### config.mk
export PLATFORM = sky130hd
export DESIGN_NAME = pipe_sched
export DESIGN_NICKNAME = d
export VERILOG_FILES = /design/src/rtl/pipe_sched.sv
export SDC_FILE = /design/constraint.sdc
export NUM_CORES = 1
export LEC_CHECK = 0
export CORE_MARGIN = 1
export CORE_UTILIZATION = 25
export DETAILED_ROUTE_END_ITERATION = 8
export PLACE_DENSITY = 0.58
export SETUP_SLACK_MARGIN = 0.5
export SLEW_MARGIN = 10
export SYNTH_ARGS = -nofsm -noshare
export SYNTH_HDL_FRONTEND = slang
export SYNTH_SLANG_ARGS = --single-unit
### constraint.sdc
create_clock -name clk -period 6.4 [get_ports clk]
set_input_delay 1.28 -clock clk [delete_from_list [all_inputs] [get_ports clk]]
set_output_delay 1.28 -clock clk [all_outputs]
set_load 0.01 [all_outputs]
### src/rtl/pipe_sched.sv
// rtl/pipe_sched.sv - round-robin scheduler sharing one fixed-latency pipeline among requesters
module pipe_sched #(
   parameter int NREQ    = 4,
   parameter int WIDTH   = 8,
   parameter int LATENCY = 3,
   localparam int TAGW   = $clog2(NREQ),
   localparam int IFW    = $clog2(LATENCY + 2)
) (
   input  logic                  clk,
   input  logic                  reset,
   input  logic [NREQ-1:0]       req_valid,
   input  logic [NREQ*WIDTH-1:0] req_data,
   output logic [NREQ-1:0]       req_ready,
   input  logic [NREQ-1:0]       enable,
   input  logic                  hold,
   output logic                  pipe_in_valid,
   output logic [WIDTH-1:0]      pipe_in_data,
   input  logic [WIDTH-1:0]      pipe_out_data,
   output logic [NREQ-1:0]       resp_valid,
   output logic [WIDTH-1:0]      resp_data,
   output logic [IFW-1:0]        in_flight,
   output logic                  idle
);

   logic [TAGW-1:0]  rr_ptr;
   logic [TAGW-1:0]  issue_tag;
   logic [TAGW-1:0]  gidx;
   logic             hs;
   logic [NREQ-1:0]  elig;
   logic [WIDTH-1:0] req_word [NREQ];
   logic [LATENCY-1:0] sh_valid;
   logic [TAGW-1:0]  sh_tag [LATENCY];
   logic             resp_any;

   // Unpack the flat operand bus into one word per requester
   for (genvar k = 0; k < NREQ; k++) begin : g_unpack
      assign req_word[k] = req_data[k*WIDTH +: WIDTH];
   end

   assign elig = hold ? '0 : (req_valid & enable);

   // Rotating priority search starting at rr_ptr; first eligible requester wins
   always_comb begin
      int idx;
      logic [TAGW-1:0] cand;
      req_ready = '0;
      gidx      = '0;
      hs        = 1'b0;
      idx       = 0;
      cand      = '0;
      for (int i = 0; i < NREQ; i++) begin
         idx = int'(rr_ptr) + i;
         if (idx >= NREQ) idx = idx - NREQ;
         cand = TAGW'(idx);
         if (!hs && elig[cand]) begin
            hs              = 1'b1;
            gidx            = cand;
            req_ready[cand] = 1'b1;
         end
      end
   end

   // Register the granted operand onto the pipeline input and advance the pointer
   always_ff @(posedge clk or posedge reset) begin
      if (reset) begin
         rr_ptr        <= '0;
         pipe_in_valid <= 1'b0;
         pipe_in_data  <= '0;
         issue_tag     <= '0;
      end else begin
         pipe_in_valid <= hs;
         if (hs) begin
            pipe_in_data <= req_word[gidx];
            issue_tag    <= gidx;
            rr_ptr       <= (gidx == TAGW'(NREQ - 1)) ? '0 : gidx + 1'b1;
         end
      end
   end

   // Valid/tag shadow that travels alongside the external datapath stages
   always_ff @(posedge clk or posedge reset) begin
      if (reset) begin
         sh_valid <= '0;
         for (int i = 0; i < LATENCY; i++) sh_tag[i] <= '0;
      end else begin
         sh_valid[0] <= pipe_in_valid;
         sh_tag[0]   <= issue_tag;
         for (int i = 1; i < LATENCY; i++) begin
            sh_valid[i] <= sh_valid[i-1];
            sh_tag[i]   <= sh_tag[i-1];
         end
      end
   end

   assign resp_any  = sh_valid[LATENCY-1];
   assign resp_data = pipe_out_data;

   // Steer the emerging result back to the requester that issued it
   always_comb begin
      resp_valid = '0;
      if (resp_any) resp_valid[sh_tag[LATENCY-1]] = 1'b1;
   end

   // Outstanding-operation count; a grant and a retirement in one cycle cancel
   always_ff @(posedge clk or posedge reset) begin
      if (reset) begin
         in_flight <= '0;
      end else begin
         case ({hs, resp_any})
            2'b10:   in_flight <= in_flight + 1'b1;
            2'b01:   in_flight <= in_flight - 1'b1;
            default: in_flight <= in_flight;
         endcase
      end
   end

   assign idle = (in_flight == '0) && !pipe_in_valid;

endmodule
==> impl_results.md, run 1 <==
* CP arrival at between 3000 and 4000 ps
* DR iter-0 viols at 32
* Post_cts resized at 0
* CP bufs+invs at 2
* Share of layout cells above drive strength 1 at 15.28%
* Final instance area at about 2500 µm²
* Worst Skew at 8.027 ps
* Die Wd at just under 90 µm
* GRT Util Overall at 9.736%
* IO Count at 80
* Area grow syn2layout at 39.20%
* Critical Path End Type: output pin
* Worst-Margin Slew at 971.3 ps
* Clock Power Share at 10.2%
* Area of the core at 6832 µm²
* #FFs+latches synth at 25
* Cell variety after synth at 41
* Largest net degree at the start of global routing at 26
* # hold bufs at CTS at 0
* Routed Antenna Nets at 0
* Synth warn at 0
* Leak at about 1.0 nW
* DR WL/cell at 11.47 µm
* Pwr dens at 364.3 nW/µm²
* Setup Buffers After CTS at 0
* Initial antenna violation count at 0
* Final #Nets at 279
* Die Area at roughly 7500 µm²
* Detailed Routing Iterations Pass 1 at 4
* Vias in the first global route at roughly 1200
* Placed Area at 2437 µm²
* Std-Cell Rows at 30
* DIE HEIGHT at 86.48 µm
* CP Cell Sequence: clkdlybuf4s50_1 -> nand4b_1 -> o31a_1 -> or3_4 -> a211oi_4 -> nand2_1 -> nand2_1 -> clkdlybuf4s50_1
* Total CTS buffers at 3
* CP max-delay cell: clkdlybuf4s50_1
* Rel. slew slack at 35.25%
* Count of final setup violators at 0
* Crit path time final at between 5000 and 6000 ps
* TritonCTS clock tree: done
* Hold Path Class: reg2reg
* Hold WS at 344.3 ps
* Clock Tree Buf Depth at 2
* Place WS at 1292 ps
* Root buffer cell: clkbuf_8
* Combinational power share at 58.0%
* Final WL at 3580 µm
* Number of port buffers at 63
* Syn avg cell area at 11.01 µm²
* Cells after synthesis at 162
* RePlAce Congestion at 0.7536
* Delay-heaviest family, CP: buffers and inverters
* Clk slew on worst S/H paths at around 90 ps
* Startpoint Class: input pin
* Setup_tns at 0 ps
* Switch Pwr at 0.3502 mW
* Max-cap viol count at 0
* Final-report hold violation count at 0
* Switching Fraction at 38.71%
* Final Util at 36.36%
* Slowest cell delay on critical path at approximately 640 ps
* # diodes at 0
* Clock sinks at 25
* RSZ-0062 raised after global routing: no
* Vias at roughly 1400
* Vias per cell at 4.359
* Post-Syn Nets at 224
* Dpl hpwl at about 2800 µm
* Global-route wire length before repair at 5844 µm
* Max FO, Critical Path at 12
* VDD IR max at 0.1197 mV
* Crit path kind: in2out
* Outcome: finished clean
* Setup WS post-layout at 1288 ps
* FMAX at 195.6 MHz
* Starting density of the core at 26.12%
* P_int at 0.5546 mW
* Worst EP required at a little over 5000 ps
* Number of remaining DRC errors at 0
* Mapped cell area at 1784 µm²
* Sequential Power Share at 31.8%
* Sequential area share after synthesis at 35.06%
* Final worst-path cycle share at 79.88%
* H-tree lvl count at 1
* Slew Limit Fails at 0
* Clk_lat worst skew at around 270 ps
* Gr ovfl total at 0
## flip-flops by register name, summed over array words and instances, names as in the netlist
| register | count |
|---|---|
| pipe_in_data | 8 |
| sh_tag | 6 |
| in_flight | 3 |
| sh_valid | 3 |
| issue_tag | 2 |
| rr_ptr | 2 |
| pipe_in_valid | 1 |
## stage by stage
stage / cells / total power, mW
floorplan: 162 / 0.6419
global placement: 308 / 0.8175
detailed placement: 308 / 0.8259
CTS: 312 / 0.9214
global route: 312 / 0.9803
finish: 312 / 0.9048
## layer usage
metal,part of all wire (%),wire [µm],global-route usage [%],vias up
met2,47,1675,16.67,42
li1,-,-,-,679
met3,5.5,196,2.762,0
met4,0,0,0,0
met1,48,1708,13.01,639
met5,0,0,0,-
## path summary, 6_finish.rpt
kind	start	to	slack [ps]	depth (start not counted)
max	hold	req_ready[3]	1290	8
min in group asynchronous	reset	sh_tag[0]	1530	2
max in group asynchronous	reset	pipe_in_data[6]	4280	2
max reg2reg	rr_ptr[0]	rr_ptr[1]	3160	7
min reg2reg	sh_valid[0]	sh_valid[1]	340	0
min	sh_valid[0]	sh_valid[1]	340	0
## final cells by class
class	count	area (µm²)
inverters	10	42.54
fillers	731	4348
well taps	96	120.1
clock inverters	1	5.005
clock buffers	3	41.29
repair buffers	64	638.1
flip-flops and latches	25	625.6
multi-input cells	113	1011
## power by group through the flow
stage	sequential, mW	clock, mW	combinational (mW)
finish	0.288	0.0927	0.524
global route	0.300	0.104	0.576
CTS	0.291	0.0975	0.533
detailed placement	0.294	0	0.532
global placement	0.289	0	0.528
floorplan	0.285	0	0.357
## cell usage after synthesis, drive strengths merged
cell type | count | share of area [%]
a211oi | 2 | 1.5
a21oi | 2 | 1.2
a222oi | 4 | 2.2
a41o | 1 | 0.56
and3 | 1 | 0.35
and3b | 1 | 0.49
buf | 12 | 5.5
clkbuf | 2 | 0.42
dfrtp | 25 | 35
fa | 1 | 1.1
ha | 10 | 7.0
inv | 10 | 2.4
mux2 | 9 | 7.4
mux2i | 17 | 9.5
nand2 | 27 | 5.7
nand3 | 2 | 0.56
nand4b | 4 | 2.7
nor2 | 2 | 0.42
nor2b | 1 | 0.49
nor3b | 3 | 1.3
nor4 | 1 | 0.35
o211ai | 1 | 0.42
o21a | 1 | 0.42
o21ai | 9 | 4.0
o31a | 3 | 1.5
o31ai | 4 | 3.0
o32ai | 1 | 1.5
or2 | 1 | 0.49
or3 | 2 | 0.98
xnor2 | 1 | 0.49
xor2 | 2 | 0.98
## kinds of logic after synthesis
| logic type | count (synthesis) | share of synthesized area [%] |
|---|---|---|
| AOI/OAI and AO/OA | 28 | 16.41 |
| xor gates and xnor gates | 3 | 1.473 |
| adders and majority gates | 11 | 8.135 |
| buffers and inverters | 24 | 8.275 |
| DFF | 25 | 35.06 |
| muxes | 26 | 16.90 |
| and+or+nand+nor | 45 | 13.75 |
## layout by cell type, fill, tap and decap left out, drive strengths merged, types with 2 or more instances in the layout
cell / instances
dfrtp: 25
a21oi: 2
mux2: 9
a211oi: 2
a222oi: 4
clkdlybuf4s50: 63
nor3b: 3
nand4b: 4
xor2: 2
ha: 10
nand2: 27
o21ai: 9
clkbuf: 3
inv: 10
o31a: 3
nor2: 2
nand3: 2
mux2i: 17
or3: 2
o31ai: 4
No activity file was read; power rests on OpenSTA's default activity.
==> run 2: changes to the inputs <==
--- a/config.mk
+++ b/config.mk
@@ -8,7 +8,7 @@
 export CORE_MARGIN = 1
 export CORE_UTILIZATION = 25
 export DETAILED_ROUTE_END_ITERATION = 8
-export PLACE_DENSITY = 0.58
+export PLACE_DENSITY = 0.6
 export SETUP_SLACK_MARGIN = 0.5
 export SLEW_MARGIN = 10
 export SYNTH_ARGS = -nofsm -noshare
==> constraint.sdc (replaced) <==
create_clock -name clk -period 4.6 [get_ports clk]
set_input_delay 0.92 -clock clk [delete_from_list [all_inputs] [get_ports clk]]
set_output_delay 0.92 -clock clk [all_outputs]
set_load 0.01 [all_outputs]
==> run 2 against run 1 <==
Non-clock buffer count grew 4. Power increased by 40%. Count of clock-buffer cells in the layout did not move. Combinational power grew 47%. Final area rose by 1.8%. Global-route usage up 0.26 points. Largest power group unchanged. Critical path type unchanged. Clock power rose by 39%. Sequential power grew 30%.
==> impl_results.md, run 2 (synthesized netlist as in run 1, its figures left out) <==
* Leak at 1.115 nW (+6.7%)
* Clock Tree Buf Depth at 2 (unchanged)
* Slew Limit Fails at 0 (unchanged)
* TritonCTS clock tree: done
* Gr ovfl total at 0 (unchanged)
* Startpoint Class: input pin
* Combinational power share at 60.5% (+2.5 points)
* Rel. slew slack at 38.42% (+3.2 points)
* Final worst-path cycle share at 87.98%
* Worst EP required at 3680 ps (-1440 ps)
* Largest Register: pipe_in_data
* Setup_tns at 0 ps (unchanged)
* Outcome: finished clean
* Global-route wire length before repair at 5920 µm (+1.3%)
* Clock sinks at 25 (unchanged)
* CP max-delay cell: clkdlybuf4s50_1
* Crit path time final at 4047 ps
* Die Wd at 86.48 µm (unchanged)
* Die Area at 7479 µm² (unchanged)
* Final WL at 3539 µm (-1.1%)
* Switch Pwr at 0.4859 mW (+39%)
* Vias in the first global route at 1267 (+1.6%)
* Most common cell after layout, fill and taps aside: clkdlybuf4s50_1
* DR iter-0 viols at 64 (+100%)
* FF/Latch Area at 625.6 µm² (unchanged)
* Delay-heaviest family, CP: buffers and inverters
* Detailed Routing Iterations Pass 1 at 5 (+1)
* IO Count at 80 (unchanged)
* CP Cell Sequence: clkdlybuf4s50_1 -> nand2_1 -> o31a_1 -> mux2i_1 -> nor2b_4 -> a222oi_1 -> nand2_1 -> clkdlybuf4s50_1
* Final instance area at 2527 µm² (+1.8%)
* Std-Cell Rows at 30 (unchanged)
* Pwr dens at 502.5 nW/µm² (+38%)
* Number of port buffers at 63 (unchanged)
* CP bufs+invs at 2 (unchanged)
* Root buffer cell: clkbuf_8
* Final #Nets at 283 (+1.4%)
* Hold WS at 348.4 ps (+4.134 ps)
* RePlAce Congestion at 0.7579 (+0.57%)
* Total CTS buffers at 3 (unchanged)
* Largest net degree at the start of global routing at 26 (unchanged)
* Max-cap viol count at 0 (unchanged)
* Worst-Margin Slew at 922.6 ps (-48.64 ps)
* H-tree lvl count at 1 (unchanged)
* DIE HEIGHT at 86.48 µm (unchanged)
* Count of final setup violators at 0 (unchanged)
* Clk slew on worst S/H paths at 90 ps (about the same)
* Starting density of the core at 26.12% (unchanged)
* Number of remaining DRC errors at 0 (unchanged)
* Area grow syn2layout at 41.65%
* Initial antenna violation count at 0 (unchanged)
* Clk_lat worst skew at 260 ps (about the same)
* RSZ-0062 raised after global routing: yes
* Place WS at 236.1 ps (-1056 ps)
* Crit path kind: in2out
* Placed Area at 2452 µm² (+0.62%)
* Clock Power Share at 10.2% (about the same)
* Critical Path End Type: output pin
* Max FFs per register at 8 (unchanged)
* Most frequent cells in the layout: clkdlybuf4s50_1, nand2_1, dfrtp_1, mux2i_1, ha_1
* VDD IR max at 0.1367 mV (+14%)
* Final-report hold violation count at 0 (unchanged)
* Setup WS post-layout at 553.0 ps (-734.9 ps)
* DR WL/cell at 11.20 µm (-2.4%)
* Slowest cell delay on critical path at 520 ps (-120 ps)
* GRT Util Overall at 9.992% (+0.26 points)
* Vias at 1370 (+0.74%)
* Max FO, Critical Path at 5 (-7)
* Switching Fraction at 38.26% (-0.45 points)
* Share of layout cells above drive strength 1 at 16.82% (+1.5 points)
* Largest regs: pipe_in_data (8), sh_tag (6)
* Dpl hpwl at 2725 µm (-1.1%)
* Area occupied by multi-input gates at 1016 µm² (+0.49%)
* P_int at 0.7842 mW (+41%)
* Sequential Power Share at 29.4% (-2.4 points)
* # fillers at 715 (-2.2%)
* Vias per cell at 4.335 (-0.54%)
* # diodes at 0 (unchanged)
* Worst Skew at 3.467 ps (-4.560 ps)
* Routed Antenna Nets at 0 (unchanged)
* Area of the core at 6832 µm² (unchanged)
* CP arrival at 3130 ps (-700 ps)
* Hold Path Class: reg2reg
* FMAX at 247.1 MHz
[run 2: changes by cell type in the layout (fill, tap and decap cells not counted), sizes merged]
cell | before | now
buf | 1 | 5
clkdlybuf4s50 | 63 | 59
clkinv | 1 | 0
clkinvlp | 0 | 1
dlygate4sd2 | 0 | 1
dlymetal6s2s | 0 | 3
[run 2: timing repair]
item / CTS / global route
pin swaps: 1 / 1
gates resized for setup: 2 / 3
hold buffers: 0 / 0
setup endpoints to repair: 4 / 4
buffers inserted: 1 / 1
[run 2: routing by layer]
layer  GRT usage, %  wire [µm]  vias to the layer above
met5              0          0                        -
met2          16.96       1721                       43
met3          2.190        175                        2
met1          13.12       1617                      639
li1               -          -                      686
met4          1.970         24                        0
[run 2: final timing paths]
check | from | to | slack [ps] | depth (start not counted)
max | req_valid[1] | req_ready[2] | 550 | 8
min | sh_tag[5] | sh_tag[3] | 350 | 0
max reg2reg | rr_ptr[1] | rr_ptr[1] | 1760 | 9
min reg2reg | sh_tag[5] | sh_tag[3] | 350 | 0
max in group asynchronous | reset | pipe_in_data[0] | 2870 | 2
min in group asynchronous | reset | sh_tag[1] | 1160 | 2
[run 2: worst reg2reg max path, delay by kind of cell, from the launching register on]
kind                     cells  cell delay [ps]
adder cells (fa/ha/maj)      2              610
buffers and inverters        3              530
flip-flops                   1              520
AO/OA/AOI/OAI                2              420
AND/OR/NAND/NOR              1              410
multiplexers                 1              250
[run 2: layout make-up]
class / instances / area share [%]
Timing Repair Buffer: 68 / 26.68
Tap cell: 96 / 4.752
Clock inverter: 1 / 0.2970
Clock buffer: 3 / 1.634
Multi-Input combinational cell: 113 / 40.20
Inverter: 10 / 1.683
Sequential cell: 25 / 24.75
[run 2: metrics by stage]
stage               instances  power [mW]  util, %
floorplan                 162      0.8931        -
global route              316       1.379    37.00
detailed placement        310       1.148    35.90
global placement          310       1.140    35.90
CTS                       315       1.290    36.78
finish                    316       1.270    37.00
[run 2: power groups by stage]
stage / clock network, mW / logic [mW] / registers [mW]
floorplan: 0 / 0.496 / 0.397
global placement: 0 / 0.763 / 0.377
detailed placement: 0 / 0.769 / 0.379
CTS: 0.137 / 0.778 / 0.375
global route: 0.146 / 0.844 / 0.389
finish: 0.129 / 0.768 / 0.373
==> run 3: changes to the inputs <==
--- a/config.mk
+++ b/config.mk
@@ -14,3 +14,4 @@
 export SYNTH_ARGS = -nofsm -noshare
 export SYNTH_HDL_FRONTEND = slang
 export SYNTH_SLANG_ARGS = --single-unit
+export TNS_END_PERCENT = 20
==> run 3 against run 2 <==
Setup slack lost 15 ps. Sequential power is essentially flat. Clock power is essentially flat. Largest power group unchanged. Final area shrank 0.59%. Largest cell class unchanged. Routed wire length shrank 1.2%. Fmax shrank 0.37%. Clock skew is essentially flat. Combinational power is essentially flat. Highest routed layer unchanged. Die area is the same.
==> impl_results.md, run 3 (synthesized netlist as in run 1, its figures left out) <==
* Crit path kind: in2out
* # fillers at 717 (+0.28%)
* Die Wd at 86.48 µm (unchanged)
* Largest regs: pipe_in_data (8), sh_tag (6)
* Place WS at 236.1 ps (unchanged)
* Final worst-path cycle share at 88.30% (+0.32 points)
* Outcome: finished clean
* RePlAce Congestion at 0.7579 (unchanged)
* DIE HEIGHT at 86.48 µm (unchanged)
* Rel. slew slack at 38.38% (about the same)
* Global-route wire length before repair at 5920 µm (unchanged)
* VDD IR max at 0.1367 mV (about the same)
* Setup_tns at 0 ps (unchanged)
* Final WL at 3497 µm (-1.2%)
* Clk slew on worst S/H paths at 90 ps (about the same)
* Final #Nets at 282 (-0.35%)
* Gr ovfl total at 0 (unchanged)
* Most common cell after layout, fill and taps aside: clkdlybuf4s50_1
* Clock Tree Buf Depth at 2 (unchanged)
* Dpl hpwl at 2725 µm (unchanged)
* Hold Path Class: reg2reg
* CP arrival at 3140 ps (about the same)
* Root buffer cell: clkbuf_8
* Startpoint Class: input pin
* Slew Limit Fails at 0 (unchanged)
* Most frequent cells in the layout: clkdlybuf4s50_1, nand2_1, dfrtp_1, mux2i_1, ha_1
* RSZ-0062 raised after global routing: yes
* TritonCTS clock tree: done
* DR iter-0 viols at 74 (+16%)
* Vias per cell at 4.317 (-0.41%)
* Die Area at 7479 µm² (unchanged)
* DR WL/cell at 11.10 µm (-0.87%)
* Final Util at 36.78% (-0.22 points)
* FMAX at 246.2 MHz (-0.37%)
* Worst EP required at 3680 ps (about the same)
* CP startpoint: enable[3]
* Std-Cell Rows at 30 (unchanged)
* Area of the core at 6832 µm² (unchanged)
* Reg2reg path depth at 9 (unchanged)
* FF-to-FF setup slack at 1750 ps (about the same)
* H-tree lvl count at 1 (unchanged)
* Worst R2R Start: rr_ptr[1]
* Routed Antenna Nets at 0 (unchanged)
* Max-cap viol count at 0 (unchanged)
* Area occupied by multi-input gates at 1016 µm² (unchanged)
* GRT Util Overall at 9.992% (unchanged)
* Detailed Routing Iterations Pass 1 at 4 (-1)
* Hold WS at 348.1 ps (-0.3590 ps)
* Max FO, Critical Path at 5 (unchanged)
* Setup crit end: req_ready[3]
* Number of port buffers at 63 (unchanged)
* Initial antenna violation count at 0 (unchanged)
* Worst Skew at 3.725 ps (+0.2580 ps)
* Vias in the first global route at 1267 (unchanged)
* Max FFs per register at 8 (unchanged)
* Clock sinks at 25 (unchanged)
* # diodes at 0 (unchanged)
* Total CTS buffers at 3 (unchanged)
* Count of final setup violators at 0 (unchanged)
* Starting density of the core at 26.12% (unchanged)
* Share of layout cells above drive strength 1 at 16.44% (-0.38 points)
* Clk_lat worst skew at 260 ps (about the same)
* Largest Register: pipe_in_data
* Critical Path End Type: output pin
* Final-report hold violation count at 0 (unchanged)
* Setup WS post-layout at 538.1 ps (-14.90 ps)
* Crit path time final at 4062 ps (+14.90 ps)
* IO Count at 80 (unchanged)
* Area grow syn2layout at 40.81%
* Final std cells w/o fill at 315 (-0.32%)
* Vias at 1360 (-0.73%)
* Worst-Margin Slew at 923.2 ps (+0.5688 ps)
* Number of remaining DRC errors at 0 (unchanged)
* Largest net degree at the start of global routing at 26 (unchanged)
* Dpl cells at 310 (unchanged)
* Leak at 1.058 nW (-5.0%)
* Pwr dens at 504.8 nW/µm² (+0.45%)
* R2r endpoint: rr_ptr[1]
* FF/Latch Area at 625.6 µm² (unchanged)
[run 3: how the worst min path moves through the flow]
stage                   start   endpoint  slack [ps]  cells after the start
global route        sh_tag[5]  sh_tag[3]         360                      0
global placement    sh_tag[3]  sh_tag[1]         330                      0
floorplan           sh_tag[2]  sh_tag[0]         330                      0
CTS                 sh_tag[5]  sh_tag[3]         350                      0
finish              sh_tag[5]  sh_tag[3]         350                      0
detailed placement  sh_tag[4]  sh_tag[2]         330                      0
[run 3: cell type report]
class / instances / area share, %
inverters: 10 / 1.693
multi-input cells: 113 / 40.44
flip-flops and latches: 25 / 24.90
well taps: 96 / 4.781
clock buffers: 3 / 1.643
repair buffers: 67 / 26.24
clock inverters: 1 / 0.2988
[run 3: worst max-delay path, stage by stage]
cell,delay [ps]
clkdlybuf4s50_1,500
nand2_1,80
o31a_1,280
or3_4,390
a211oi_4,300
nand2_1,90
nand2_1,60
clkdlybuf4s50_1,520
[run 3: timing repair]
action                                  in CTS  in global routing
buffers inserted                             1                  0
hold buffers                                 0                  0
gates resized for setup                      2                  0
endpoints found under the setup margin       4                  4
pin swaps                                    1                  0
[run 3: per-stage QoR]
step / area [µm²] / power (mW)
2_1_floorplan: 1784 / 0.8931
3_3_place_gp: 2452 / 1.140
3_5_place_dp: 2452 / 1.148
4_1_cts: 2512 / 1.290
5_1_grt: 2512 / 1.380
6_report: 2512 / 1.268
[run 3: layer usage]
layer | wire length, µm | track usage (%) | vias up
met5 | 0 | 0 | -
met4 | 24 | 1.970 | 0
met3 | 178 | 2.190 | 2
met2 | 1669 | 16.96 | 45
met1 | 1625 | 13.12 | 628
li1 | - | - | 685
[run 3: power by group]
part	total, mW	internal, mW	switching [mW]
sequential	0.373	0.312	0.0608
combinational	0.767	0.411	0.355
clock	0.129	0.0613	0.0676
